`src/rtl/scoreboard_pkg.sv`:
```
// scoreboard_pkg: shared definitions for the scoreboard controller.
//   - state_e    : command FSM state encoding
//   - CNT_W      : width of every counter in the controller
//   - *_DEF      : default parameter values for scoreboard_ctrl / btn_debounce
package scoreboard_pkg;

  localparam int CNT_W = 8;

  localparam int DEBOUNCE_CYCLES_DEF = 4;
  localparam int ERASE_CYCLES_DEF    = 6;
  localparam int REPEAT_CYCLES_DEF   = 16;

  typedef enum logic [1:0] {
    ST_IDLE     = 2'd0,
    ST_ERASE    = 2'd1,
    ST_WAIT_REL = 2'd2
  } state_e;

endpackage

```
`src/rtl/btn_debounce.sv`:
```
// btn_debounce: cleans up one raw push-button.
//   clk     : system clock
//   rst     : asynchronous active-low reset
//   btn_i   : raw asynchronous button, active-high
//   level_o : debounced button level
//   rise_o  : one-cycle strobe, high in the first cycle level_o reads 1
// The debounced level only follows the synchronised input after it has
// disagreed for DEBOUNCE_CYCLES consecutive cycles.
module btn_debounce
  import scoreboard_pkg::*;
#(
  parameter int DEBOUNCE_CYCLES = DEBOUNCE_CYCLES_DEF
) (
  input  logic clk,
  input  logic rst,
  input  logic btn_i,
  output logic level_o,
  output logic rise_o
);

  localparam logic [CNT_W-1:0] DEB_LAST = CNT_W'(DEBOUNCE_CYCLES - 1);

  logic             sync1_d, sync1_q;
  logic             sync2_d, sync2_q;
  logic             level_d, level_q;
  logic             rise_d,  rise_q;
  logic [CNT_W-1:0] cnt_d,   cnt_q;

  always_comb begin
    // Stage: two-flop synchroniser
    sync1_d = btn_i;
    sync2_d = sync1_q;
    // Stage: debounce counter; any agreement restarts the count
    level_d = level_q;
    cnt_d   = '0;
    if (sync2_q != level_q) begin
      if (cnt_q == DEB_LAST) begin
        level_d = sync2_q;
      end else begin
        cnt_d = cnt_q + 1'b1;
      end
    end
    // Stage: rising-edge strobe, aligned with the new level
    rise_d = level_d & ~level_q;
  end

  always_ff @(posedge clk or negedge rst) begin
    if (!rst) begin
      sync1_q <= 1'b0;
      sync2_q <= 1'b0;
      level_q <= 1'b0;
      rise_q  <= 1'b0;
      cnt_q   <= '0;
    end else begin
      sync1_q <= sync1_d;
      sync2_q <= sync2_d;
      level_q <= level_d;
      rise_q  <= rise_d;
      cnt_q   <= cnt_d;
    end
  end

  assign level_o = level_q;
  assign rise_o  = rise_q;

endmodule

```
`src/rtl/scoreboard_ctrl.sv`:
```
// scoreboard_ctrl: turns three bouncing buttons into scoreboard commands.
//   clk         : system clock
//   rst         : asynchronous active-low reset (aborts an erase in progress)
//   btn_inc_i   : raw increment button
//   btn_dec_i   : raw decrement button
//   btn_erase_i : raw erase button
//   inc_o       : one-cycle increment pulse
//   dec_o       : one-cycle decrement pulse
//   erase_o     : erase level, high for exactly ERASE_CYCLES cycles
//   busy_o      : high while the command FSM is outside IDLE
// Optional build macro SCOREBOARD_CTRL_AUTO_REPEAT_EN: a held inc or dec
// button re-issues its pulse every REPEAT_CYCLES cycles while in IDLE.
module scoreboard_ctrl
  import scoreboard_pkg::*;
#(
  parameter int DEBOUNCE_CYCLES = DEBOUNCE_CYCLES_DEF,
  parameter int ERASE_CYCLES    = ERASE_CYCLES_DEF,
  parameter int REPEAT_CYCLES   = REPEAT_CYCLES_DEF
) (
  input  logic clk,
  input  logic rst,
  input  logic btn_inc_i,
  input  logic btn_dec_i,
  input  logic btn_erase_i,
  output logic inc_o,
  output logic dec_o,
  output logic erase_o,
  output logic busy_o
);

  localparam logic [CNT_W-1:0] ERASE_LOAD = CNT_W'(ERASE_CYCLES);
  localparam logic [CNT_W-1:0] ECNT_LAST  = CNT_W'(1);

  logic             lvl_inc, lvl_dec, lvl_erase;
  logic             rise_inc, rise_dec, rise_erase;
  state_e           state_d, state_q;
  logic [CNT_W-1:0] ecnt_d, ecnt_q;
  logic             inc_d, inc_q;
  logic             dec_d, dec_q;
  logic             rep_fire;

  btn_debounce #(.DEBOUNCE_CYCLES(DEBOUNCE_CYCLES)) u_inc (
    .clk(clk), .rst(rst), .btn_i(btn_inc_i), .level_o(lvl_inc), .rise_o(rise_inc)
  );
  btn_debounce #(.DEBOUNCE_CYCLES(DEBOUNCE_CYCLES)) u_dec (
    .clk(clk), .rst(rst), .btn_i(btn_dec_i), .level_o(lvl_dec), .rise_o(rise_dec)
  );
  btn_debounce #(.DEBOUNCE_CYCLES(DEBOUNCE_CYCLES)) u_erase (
    .clk(clk), .rst(rst), .btn_i(btn_erase_i), .level_o(lvl_erase), .rise_o(rise_erase)
  );

`ifdef SCOREBOARD_CTRL_AUTO_REPEAT_EN
  localparam logic [CNT_W-1:0] REP_LAST = CNT_W'(REPEAT_CYCLES - 1);

  logic [CNT_W-1:0] rep_d, rep_q;

  // The counter is held at zero in the cycle of the initial pulse so the
  // first repeat lands exactly REPEAT_CYCLES after it.
  always_comb begin
    rep_d    = '0;
    rep_fire = 1'b0;
    if ((state_q == ST_IDLE) && (lvl_inc ^ lvl_dec) && !(rise_inc || rise_dec)) begin
      if (rep_q == REP_LAST) begin
        rep_fire = 1'b1;
      end else begin
        rep_d = rep_q + 1'b1;
      end
    end
  end

  always_ff @(posedge clk or negedge rst) begin
    if (!rst) begin
      rep_q <= '0;
    end else begin
      rep_q <= rep_d;
    end
  end
`else
  logic unused_repeat;
  assign rep_fire      = 1'b0;
  assign unused_repeat = (REPEAT_CYCLES != 0) ^ lvl_inc ^ lvl_dec;
`endif

  always_comb begin
    state_d = state_q;
    ecnt_d  = ecnt_q;
    inc_d   = 1'b0;
    dec_d   = 1'b0;
    case (state_q)
      ST_IDLE: begin
        if (rise_erase) begin
          state_d = ST_ERASE;
          ecnt_d  = ERASE_LOAD;
        end else if (rise_inc ^ rise_dec) begin
          // Simultaneous inc and dec cancel each other.
          inc_d = rise_inc;
          dec_d = rise_dec;
        end else if (rep_fire) begin
          inc_d = lvl_inc;
          dec_d = lvl_dec;
        end
      end
      ST_ERASE: begin
        ecnt_d = ecnt_q - 1'b1;
        if (ecnt_q == ECNT_LAST) begin
          state_d = ST_WAIT_REL;
        end
      end
      ST_WAIT_REL: begin
        // Hold off until the button is released so it cannot retrigger.
        if (!lvl_erase) begin
          state_d = ST_IDLE;
        end
      end
      default: begin
        state_d = ST_IDLE;
      end
    endcase
  end

  always_ff @(posedge clk or negedge rst) begin
    if (!rst) begin
      state_q <= ST_IDLE;
      ecnt_q  <= '0;
      inc_q   <= 1'b0;
      dec_q   <= 1'b0;
    end else begin
      state_q <= state_d;
      ecnt_q  <= ecnt_d;
      inc_q   <= inc_d;
      dec_q   <= dec_d;
    end
  end

  assign inc_o   = inc_q;
  assign dec_o   = dec_q;
  assign erase_o = (state_q == ST_ERASE);
  assign busy_o  = (state_q != ST_IDLE);

endmodule

```
`config.mk`:
```
export PLATFORM = sky130hd
export DESIGN_NAME = scoreboard_ctrl
export DESIGN_NICKNAME = d
export VERILOG_FILES = /design/src/rtl/scoreboard_pkg.sv /design/src/rtl/btn_debounce.sv /design/src/rtl/scoreboard_ctrl.sv
export SDC_FILE = /design/constraint.sdc
export NUM_CORES = 1
export LEC_CHECK = 0
export BUFFER_PORTS_ARGS = -buffer_cell sky130_fd_sc_hd__buf_2
export CAP_MARGIN = 20
export CORE_UTILIZATION = 60
export DETAILED_ROUTE_END_ITERATION = 16
export MAX_ROUTING_LAYER = met4
export PLACE_DENSITY = 0.78
export SLEW_MARGIN = 25
export SYNTH_ARGS = -nofsm -noshare
export SYNTH_HDL_FRONTEND = slang
export SYNTH_HIERARCHICAL = 1
export SYNTH_SLANG_ARGS = --single-unit
```
`constraint.sdc`:
```
create_clock -name clk -period 2.4 [get_ports clk]
set_input_delay 0.24 -clock clk [delete_from_list [all_inputs] [get_ports clk]]
set_output_delay 0.24 -clock clk [all_outputs]
set_load 0.1 [all_outputs]
```
==> results.toml <==
[status]
status = "finished, final reports clean"

[logic_synthesis]
synthCells = 187
ys_seq_area_share_pct = 55.4
async_flop_share_pct = 100
synth_seq_cells = 48
synth_area_per_cell_um2 = 11.6
yosys_warnings = 6
synth_area_um2 = 2170
syn-num-nets = 200
synth_cell_types = 38
synthFlopType = "dfrtp_1"
synth_edf_count = 0

[setup_path]
reg2regPathDepth = 3
max_stage_delay_ns = 0.50
rr_startpoint = "ecnt_q[2]"
worst_setup_path_end_kind = "primary output"
r2r_end = "state_q[0]"
arrival_ns = 1.62
crit_required_ns = 2.16
critical_path.cell_chain = "nor2b_1, buf_2"
crit_fanout = 10
critPathSlowestCell = "dfrtp_1"
r2r_slack_ns = 0.56
start_kind = "register"
worst-setup-path-type = "register to primary output"

[placed_design]
place_inst = 240
gp_congestion = 0.812
post-place-ws_ns = 0.582
port-buffer-count = 8
place_hpwl_um = 2730

[floorplan]
initial_core_util_pct = 64.0
die_w_um = 62.1
die_h_um = 62.1
die-area_um2 = 3860
ios = 9
row_count = 21
core_um2 = 3390

[timing]
fmax_mhz = 539
fin_crit_ns = 1.86
setup_viol = 0
drv_slew = 0
hold_ws_ns = 0.365
fin_skew_ns = 0.00589
worst_pin_slew_ns = 0.576
final_hold_viol_count = 0
setup_tns_ns = 0
rsz0062_at_grt = "no"
fin_ws_ns = 0.544
finalCritPeriodShare_pct = 77.3
relSlewSlack_pct = 61.6

[hold_path]
hp-start = "u_erase/sync1_q"
hold_depth = 0
hold_path_end = "u_erase/sync2_q"
hold_path.class = "register to register"

[routing]
ant_nets = 0
drc_errors = 0
vias_per_cell = 5.87
drt_pass1_iterations = 4
drt-initial-drc-count = 94
wl_per_cell_um = 15.0
routed_wl_um = 3770
vias = 1478

[layout]
fin_cells = 252
area_growth_pct = 10.4
utilization_pct = 70.7
diodes = 0
drive_gt1_share_pct = 16.5
nets = 218

[clock_tree]
cts-root-buf = "clkbuf_4"
clkTransAtPathRegs_ns = 0.13
clock-sinks = 48
clk_path_buf_depth = 2
htreeDepth = 2
cts_tree = "built"
worstSkewPairLatency_ns = 0.34
numCtsBuffers = 5

[grt]
grt_first_pass_wirelength_um = 6750
antenna_found_initial = 0
grt_max_degree = 28
grt_use_total_pct = 23.0
grt_pass1_vias = 1539
overflow = 0

[power]
leakage_uw = 0.00105
ir_worst_vdd_mv = 0.669
power_density_nw_per_um2 = 1010

[job]
drv_cap = 0
cells in the mapped netlist, drive strengths merged (4+ instances only):
library cell	instances	share of area (%)
nand3	12	2.8
o21ai	11	2.5
nor2	12	2.1
inv	5	0.87
a21oi	12	3.3
nor3b	5	1.7
dfrtp	48	55
nand2	8	1.4
xor2	6	2.4
and2	4	1.3
xnor2	6	2.4
or3	10	2.9
ha	8	4.6
cell usage in the layout, fill, tap and decap left out, types with 3 or more instances in the layout:
cell and n:
a21bo_2 3, a21oi_1 9, a21oi_2 3, and2_1 3
and3_1 3, buf_2 8, clkbuf_4 5, dfrtp_1 48
dlygate4sd3_1 4, ha_1 8, inv_1 5, mux2_4 3
nand2_1 8, nand3_1 12, nand3b_1 3, nand4_1 3
nor2_1 12, nor3_1 3, nor3b_1 5, nor4b_2 3
o21ai_0 10, or3_1 10, xnor2_1 6, xor2_1 6
worst max-delay path by stage:
stage	startpoint	to	slack, ns	cells past startpoint
global route	state_q[0]	erase_o	0.44	2
global placement	ecnt_q[2]	state_q[0]	0.62	3
CTS	state_q[0]	erase_o	0.53	2
detailed placement	ecnt_q[2]	state_q[0]	0.58	3
finish	state_q[0]	erase_o	0.54	2
floorplan	state_q[0]	ecnt_q[1]	0.07	3
sequential cells by signal (all words and copies together), names as in the netlist, 2 cells and up:
name           flops
state_q            2
u_inc/cnt_q        8
u_erase/cnt_q      8
ecnt_q             8
u_dec/cnt_q        8
report_power, final:
| part | internal (uW) | switching (uW) | total, uW | leakage (uW) |
|---|---|---|---|---|
| sequential | 970 | 214 | 1180 | 0.000627 |
| combinational | 293 | 433 | 726 | 0.000372 |
| clock | 277 | 239 | 516 | 0.0000515 |
final cells by class:
class / instances / area, um2
Multi-Input combinational cell: 132 / 935
Inverter: 5 / 18.8
Clock buffer: 7 / 65.1
Timing Repair Buffer: 13 / 87.6
Clock inverter: 1 / 30.0
Fill cell: 243 / 995
Sequential cell: 48 / 1200
Tap cell: 46 / 57.6
logic make-up after synthesis:
family / Yosys count / share of synthesized area (%)
and+or+nand+nor: 73 / 20.4
DFF: 48 / 55.4
AOI/OAI and AO/OA: 35 / 10.7
xor gates and xnor gates: 12 / 4.84
adders and majority gates: 8 / 4.61
buffers and inverters: 7 / 1.56
muxes: 4 / 2.54
what timing repair did:
action / 4_1_cts / 5_1_grt
endpoints found under the hold margin: 29 / 0
setup buffers: 0 / 0
hold buffers: 4 / 0
gates resized for setup: 0 / 0
routing by layer:
metal  vias up  GRT usage [%]  routed length (um)  share of wire (%)
met5         -              -                   0                  0
met4         0           8.14                  51                1.4
met3         6           5.33                 106                2.8
met2        22           38.7                1910                 51
met1       735           27.2                1700                 45
li1        715              -                   -                  -
critical path: cells and delay by family, from the launching register on:
family,cells,cell delay (ns)
simple gates,1,0.29
buf+inv,1,0.48
flops,1,0.50
stage by stage:
stage | total power [uW] | instance area, um2
after floorplan | 1750 | 2170
after global placement | 1870 | 2260
after detailed placement | 1920 | 2260
after CTS | 2440 | 2390
after global routing | 2580 | 2390
final | 2430 | 2390
Power figures use the tool's default switching activity.
